--- src/rtl/regfile_initiator_pkg.sv ---
// Shared encodings for the register-file initiator: command opcodes and FSM states.
package regfile_initiator_pkg;

    // Command opcodes carried on cmd_op.
    typedef enum logic [1:0] {
        OP_NOP   = 2'b00,
        OP_WRITE = 2'b01,
        OP_READ  = 2'b10,
        OP_COPY  = 2'b11
    } opT;

    // Initiator FSM states.
    typedef enum logic [1:0] {
        IDLE = 2'b00,
        RD   = 2'b01,
        WR   = 2'b10,
        RESP = 2'b11
    } stateT;

endpackage : regfile_initiator_pkg

--- src/rtl/regfile_initiator.sv ---
// Command-driven master for the 8x32 register file access port.
// Turns WRITE/READ/COPY commands into single-cycle rf_we/rf_re pulses and
// returns one response per command.
//
// state | meaning
// ------+------------------------------------------------------------
// IDLE  | cmd_ready=1, waiting for a command
// RD    | rf_re=1 for one cycle, rf_rData captured at the closing edge
// WR    | rf_we=1 for one cycle, register file writes at the closing edge
// RESP  | rsp_valid=1, rsp_data held until rsp_ready
module regfile_initiator
    import regfile_initiator_pkg::*;
#(
    parameter int DATA_W = 32,
    parameter int ADDR_W = 3,
    parameter int CNT_W  = 16
) (
    input  logic              clk,
    input  logic              reset,
    input  logic              cmd_valid,
    output logic              cmd_ready,
    input  logic [1:0]        cmd_op,
    input  logic [ADDR_W-1:0] cmd_addr,
    input  logic [ADDR_W-1:0] cmd_src,
    input  logic [DATA_W-1:0] cmd_data,
    output logic              rsp_valid,
    input  logic              rsp_ready,
    output logic [DATA_W-1:0] rsp_data,
    output logic [ADDR_W-1:0] rf_wAddr,
    output logic [DATA_W-1:0] rf_wData,
    output logic              rf_we,
    output logic [ADDR_W-1:0] rf_rAddr,
    output logic              rf_re,
    input  logic [DATA_W-1:0] rf_rData,
    output logic [CNT_W-1:0]  ops_done
);

    stateT             state;
    stateT             nextState;
    opT                opReg;
    opT                cmdOp;
    logic [DATA_W-1:0] dataReg;
    logic [ADDR_W-1:0] wAddrReg;
    logic [ADDR_W-1:0] rAddrReg;
    logic [CNT_W-1:0]  opsCnt;
    logic              cmdAccept;
    logic              rspFire;

    assign cmdOp     = opT'(cmd_op);
    assign cmdAccept = cmd_valid && (state == IDLE);
    assign rspFire   = (state == RESP) && rsp_ready;

    // State register.
    always_ff @(posedge clk) begin
        if (reset) begin
            state <= IDLE;
        end else begin
            state <= nextState;
        end
    end

    // Next-state and Moore outputs; enables are gated by reset so a write
    // caught mid-flight by reset never reaches the register file.
    always_comb begin
        nextState = state;
        cmd_ready = 1'b0;
        rsp_valid = 1'b0;
        rf_we     = 1'b0;
        rf_re     = 1'b0;
        case (state)
            IDLE: begin
                cmd_ready = 1'b1;
                if (cmd_valid) begin
                    case (cmdOp)
                        OP_WRITE: nextState = WR;
                        OP_READ:  nextState = RD;
                        OP_COPY:  nextState = RD;
                        default:  nextState = IDLE;
                    endcase
                end
            end
            RD: begin
                rf_re     = ~reset;
                nextState = (opReg == OP_COPY) ? WR : RESP;
            end
            WR: begin
                rf_we     = ~reset;
                nextState = RESP;
            end
            RESP: begin
                rsp_valid = 1'b1;
                if (rsp_ready) begin
                    nextState = IDLE;
                end
            end
            default: nextState = IDLE;
        endcase
    end

    // Command capture and data register. Addresses are loaded at accept so
    // they are already stable during the RD/WR cycle; the data register holds
    // WRITE data, or the value read in RD for READ/COPY.
    always_ff @(posedge clk) begin
        if (reset) begin
            opReg    <= OP_NOP;
            wAddrReg <= '0;
            rAddrReg <= '0;
            dataReg  <= '0;
        end else begin
            if (cmdAccept && (cmdOp != OP_NOP)) begin
                opReg    <= cmdOp;
                wAddrReg <= cmd_addr;
                rAddrReg <= (cmdOp == OP_READ) ? cmd_addr : cmd_src;
                dataReg  <= cmd_data;
            end
            if (state == RD) begin
                dataReg <= rf_rData;
            end
        end
    end

    // Completed-response counter; wraps naturally at 2^CNT_W.
    always_ff @(posedge clk) begin
        if (reset) begin
            opsCnt <= '0;
        end else if (rspFire) begin
            opsCnt <= opsCnt + 1'b1;
        end
    end

    assign rf_wAddr = wAddrReg;
    assign rf_wData = dataReg;
    assign rf_rAddr = rAddrReg;
    assign rsp_data = dataReg;
    assign ops_done = opsCnt;

endmodule : regfile_initiator

--- config.mk ---
export PLATFORM = sky130hd
export DESIGN_NAME = regfile_initiator
export DESIGN_NICKNAME = d
export VERILOG_FILES = /design/src/rtl/regfile_initiator_pkg.sv /design/src/rtl/regfile_initiator.sv
export SDC_FILE = /design/constraint.sdc
export NUM_CORES = 1
export LEC_CHECK = 0
export CORE_ASPECT_RATIO = 1.25
export CORE_UTILIZATION = 42
export DETAILED_ROUTE_END_ITERATION = 12
export PLACE_DENSITY = 0.86
export SETUP_SLACK_MARGIN = 0.1
export SLEW_MARGIN = 20
export SYNTH_ARGS = -nofsm -noshare
export SYNTH_HDL_FRONTEND = slang
export SYNTH_SLANG_ARGS = --single-unit
--- constraint.sdc ---
create_clock -name clk -period 3.6 [get_ports clk]
set_clock_uncertainty 0.1 [all_clocks]
set_input_delay 0.72 -clock clk [delete_from_list [all_inputs] [get_ports clk]]
set_output_delay 0.72 -clock clk [all_outputs]
set_load 0.03 [all_outputs]
# After elaboration in Yosys (flattened, before gate mapping)

Index checks and enable logic that the tools add are counted.

Bits of input ports: 76
Output and inout port bits: 90
Register bits: 58

Equal/unequal tests: 9
Muxes and demuxes: 12
Add/sub/neg operators: 1
Bitwise gates (word level): 1
Reductions and logical operators: 8

Operator list:

| cell                  | number |
|---|---|
| $mux 32               | 2 |
| $add 16x1->16 const B | 1 |
| $eq 2x2->1 const B    | 5 |
| $pmux 2 s4            | 1 |
| $mux 1                | 5 |
| $eq 2x1->1 const B    | 2 |
| $mux 2                | 2 |
| $ne 2x2->1 const B    | 2 |
| $pmux 2 s2            | 1 |
| $reduce_bool 2->1     | 2 |
| $logic_and 1x1->1     | 3 |
| $mux 3                | 1 |
| $logic_not 2->1       | 1 |
| $reduce_and 2->1      | 1 |
| $reduce_or 2->1       | 1 |
| $not 1->1             | 1 |

# Longest topological paths before layout

Depth in word-level cells: 5
Gate-level depth with buffers: 7
Mapped depth without buffers: 6

# Worst setup path before layout

OpenSTA, ideal clock, no wires.

Path type: register to output
Start point: register state[1]
End point: output port rf_re
Arrival: 1.544 ns
Stages on the path, launching flop included: 6
Path slack: 1.236 ns
Required time: 2.780 ns
Cell sequence: dfxtp_1 -> inv_1 -> ha_1 -> buf_2 -> buf_1 -> nor2b_1

Cells in the longest elaborated chain, start to end: 2

Ends and longest elaborated chain:

| what                   | line                    | text |
|---|---|---|
| start, declared        | regfile_initiator.sv:38 | `stateT state;` |
| start signal, assigned | regfile_initiator.sv:58 | `state <= nextState;` |
| $eq 2x1->1             | regfile_initiator.sv:70 | `case (state)` |
| $mux 1                 | regfile_initiator.sv:70 |  |
| end, declared          | regfile_initiator.sv:33 | `output logic rf_re,` |

No other way between the ends.

# Worst setup path after layout

Start point: register state[0]
End point: output port cmd_ready

Cells in the longest elaborated chain, start to end: 2

Ends and longest elaborated chain:

| what            | line                    | text |
|---|---|---|
| $logic_not 2->1 | regfile_initiator.sv:70 |  |
| $mux 1          | regfile_initiator.sv:70 |  |
| end, declared   | regfile_initiator.sv:21 | `output logic cmd_ready,` |

No other way between the ends.

==> reports/metrics.cfg <==
[route]
vias = 3061
drc = 0
vias_per_cell = 5.08
drt_iter0_markers = 49
drtAntennaViolNets = 0
wl_per_cell_microns = 14.2
drtPass1Iterations = 4
wl_microns = 8560

[synthesis]
synthArstFlopShare_pct = 0
synth-edff-count = 0
ys.flop_type = dfxtp_1
ys_ff_latch = 58
yosysSeqAreaShare_pct = 38.2
synth_warnings = 0
synth_cells = 383
synth.distinct_cells = 35
avgSynthCellArea_sq_um = 7.94
syn_area_sq_um = 3040
synth.net_count = 465

[cts]
cts_made_buffers = 9
htreeDepth = 3
clock_sinks = 58
cts_tree = done
cts_hold_buf = 0
path_clk_slew_ps = 60
postCtsSetupBuffers = 0
cts.path.max_buffers = 2
cts_root_buffer = clkbuf_8
cts.repair.resized = 0
clkLatencyLatePin_ps = 330

[global_routing]
gr-usage-all-layers_pct = 22.7
grt_pass1_wl_microns = 13400
grt_max_degree = 66
grt_antenna_before_repair = 0
grt_pass1_vias = 2861
gr-total-overflow = 0

[die]
core_region_area_sq_um = 6980
die_h_microns = 97.1
start_util_pct = 43.6
ioPinCount = 166
die_w_microns = 78.1
die_area_sq_um = 7580
rows = 34

[setup_path]
arrival_ps = 1850
endpoint = cmd_ready
r2r_end = rf_wData[9]$_SDFFE_PP0P_
ff2ff_setup_slack_ps = 1370
end_kind = output port
worstRegToRegCells = 7
worstSetupStartpoint = state[0]$_SDFFE_PP0P_
r2r-start = state[0]$_SDFFE_PP0P_
critPathLaunchType = flop
cp_max_fo = 6
required_ps = 2780
path_class = flop to output port

[sta]
setup_viol = 0
finalMaxSlewViolations = 0
finalCritPeriodShare_pct = 74.1
fin_crit_ps = 2670
rsz0062_at_grt = no
max_freq_mhz = 375
hold_slack_ps = 361
slew_headroom_pct = 36.1
final_hold_viol_count = 0
fin_tns_setup_ps = 0
tightest_slew_ps = 954

[run_status]
status = finished clean

[layout]
areaGrowthSynthToFinish_pct = 53.1
diodes = 0
fill_cells = 593
drive_gt1_share_pct = 5.85
fin_cells = 603
nNetsFinal = 591

[power]
p_leak_nw = 1.74
p_per_area_nw_per_um2 = 593
peakVddDrop_uv = 275

[worst_hold_path]
hp-class = flop to flop

[place]
gp_congestion = 0.798
hpwl_microns = 6390
dp.cells = 588
port_buffers = 165

[job]
cap_violations = 0

[worst min path at each step]
stage,startpoint,endpoint,depth (start not counted)
2_1_floorplan,opReg[0]$_SDFFE_PP0P_,opReg[0]$_SDFFE_PP0P_,2
3_3_place_gp,rf_wAddr[1]$_SDFFE_PP0P_,rf_wAddr[1]$_SDFFE_PP0P_,2
3_5_place_dp,opReg[1]$_SDFFE_PP0P_,opReg[1]$_SDFFE_PP0P_,2
4_1_cts,opReg[1]$_SDFFE_PP0P_,opReg[1]$_SDFFE_PP0P_,2
5_1_grt,opReg[0]$_SDFFE_PP0P_,opReg[0]$_SDFFE_PP0P_,2
6_report,opReg[1]$_SDFFE_PP0P_,opReg[1]$_SDFFE_PP0P_,2
[layout by cell type, fill, tap and decap left out, types with 5 or more instances in the layout]
cell type,netlist,layout
clkbuf_8,0,11
a211oi_1,5,5
inv_1,8,8
clkdlybuf4s50_1,0,164
nand2_1,112,112
dfxtp_1,58,58
nor2_1,16,16
a21o_1,32,32
a21oi_1,41,41
xnor2_1,8,8
ha_1,6,5
[layer usage]
metal | up-vias | wire length [microns] | track usage, %
li1 | 1487 | - | -
met5 | - | 0 | 0
met3 | 15 | 623 | 6.57
met4 | 0 | 190 | 10.4
met1 | 1438 | 3210 | 22.7
met2 | 121 | 4530 | 42.2
[cell type report]
type,instances,area (sq um),area share [%]
clock buffers,12,155,3.33
clock inverters,3,15.0,0.323
inverters,8,30.0,0.645
multi-input cells,263,1490,32.0
flip-flops and latches,58,1160,24.9
well taps,90,113,2.42
repair buffers,169,1690,36.3
[worst max-delay path: stages (launching register included)]
cell	delay [ps]
dfxtp_1	340
inv_1	130
ha_1	330
clkdlybuf4s50_1	730
[synth_stat cells (all sizes together) (5+ instances only)]
cell / instances / area [sq um]
nand2: 112 / 420
dfxtp: 58 / 1160
buf: 43 / 318
a21oi: 41 / 205
a21o: 32 / 240
nor2: 16 / 60.1
clkbuf: 11 / 41.3
inv: 8 / 30.0
xnor2: 8 / 70.1
ha: 6 / 75.1
nand4: 6 / 65.1
a211oi: 5 / 37.5
nand3: 5 / 30.0
nor4: 5 / 71.3
[through the flow]
| stage | total power, mW | setup slack [ps] | cell area, sq um | utilization (%) |
|---|---|---|---|---|
| after floorplan | 1.82 | 1240 | 3040 | - |
| after global placement | 2.23 | 891 | 4480 | 64.3 |
| after detailed placement | 2.27 | 803 | 4480 | 64.3 |
| after CTS | 2.79 | 902 | 4650 | 66.7 |
| after global routing | 2.92 | 857 | 4650 | 66.7 |
| final | 2.76 | 931 | 4650 | 66.7 |
[sequential cells by signal, summed over array words and instances (netlist names)]
name      count
ops_done     16
opReg         2
rf_rAddr      3
rf_wData     32
state         2
rf_wAddr      3
[cell families after synthesis]
logic type	after synthesis	synth area share [%]
compound gates	85	18.0
mux	4	1.36
fa+ha+maj	6	2.47
xor+xnor	12	3.46
simple gates	156	23.7
flops	58	38.2
buf+inv	62	12.8
[power by group]
part	leakage, nW	internal, mW	switching, mW	total [mW]
Clock	0.0920	0.280	0.233	0.512
Combinational	1.17	0.600	0.804	1.40
Sequential	0.474	0.756	0.0878	0.844
No activity file was read; power rests on OpenSTA's default activity.
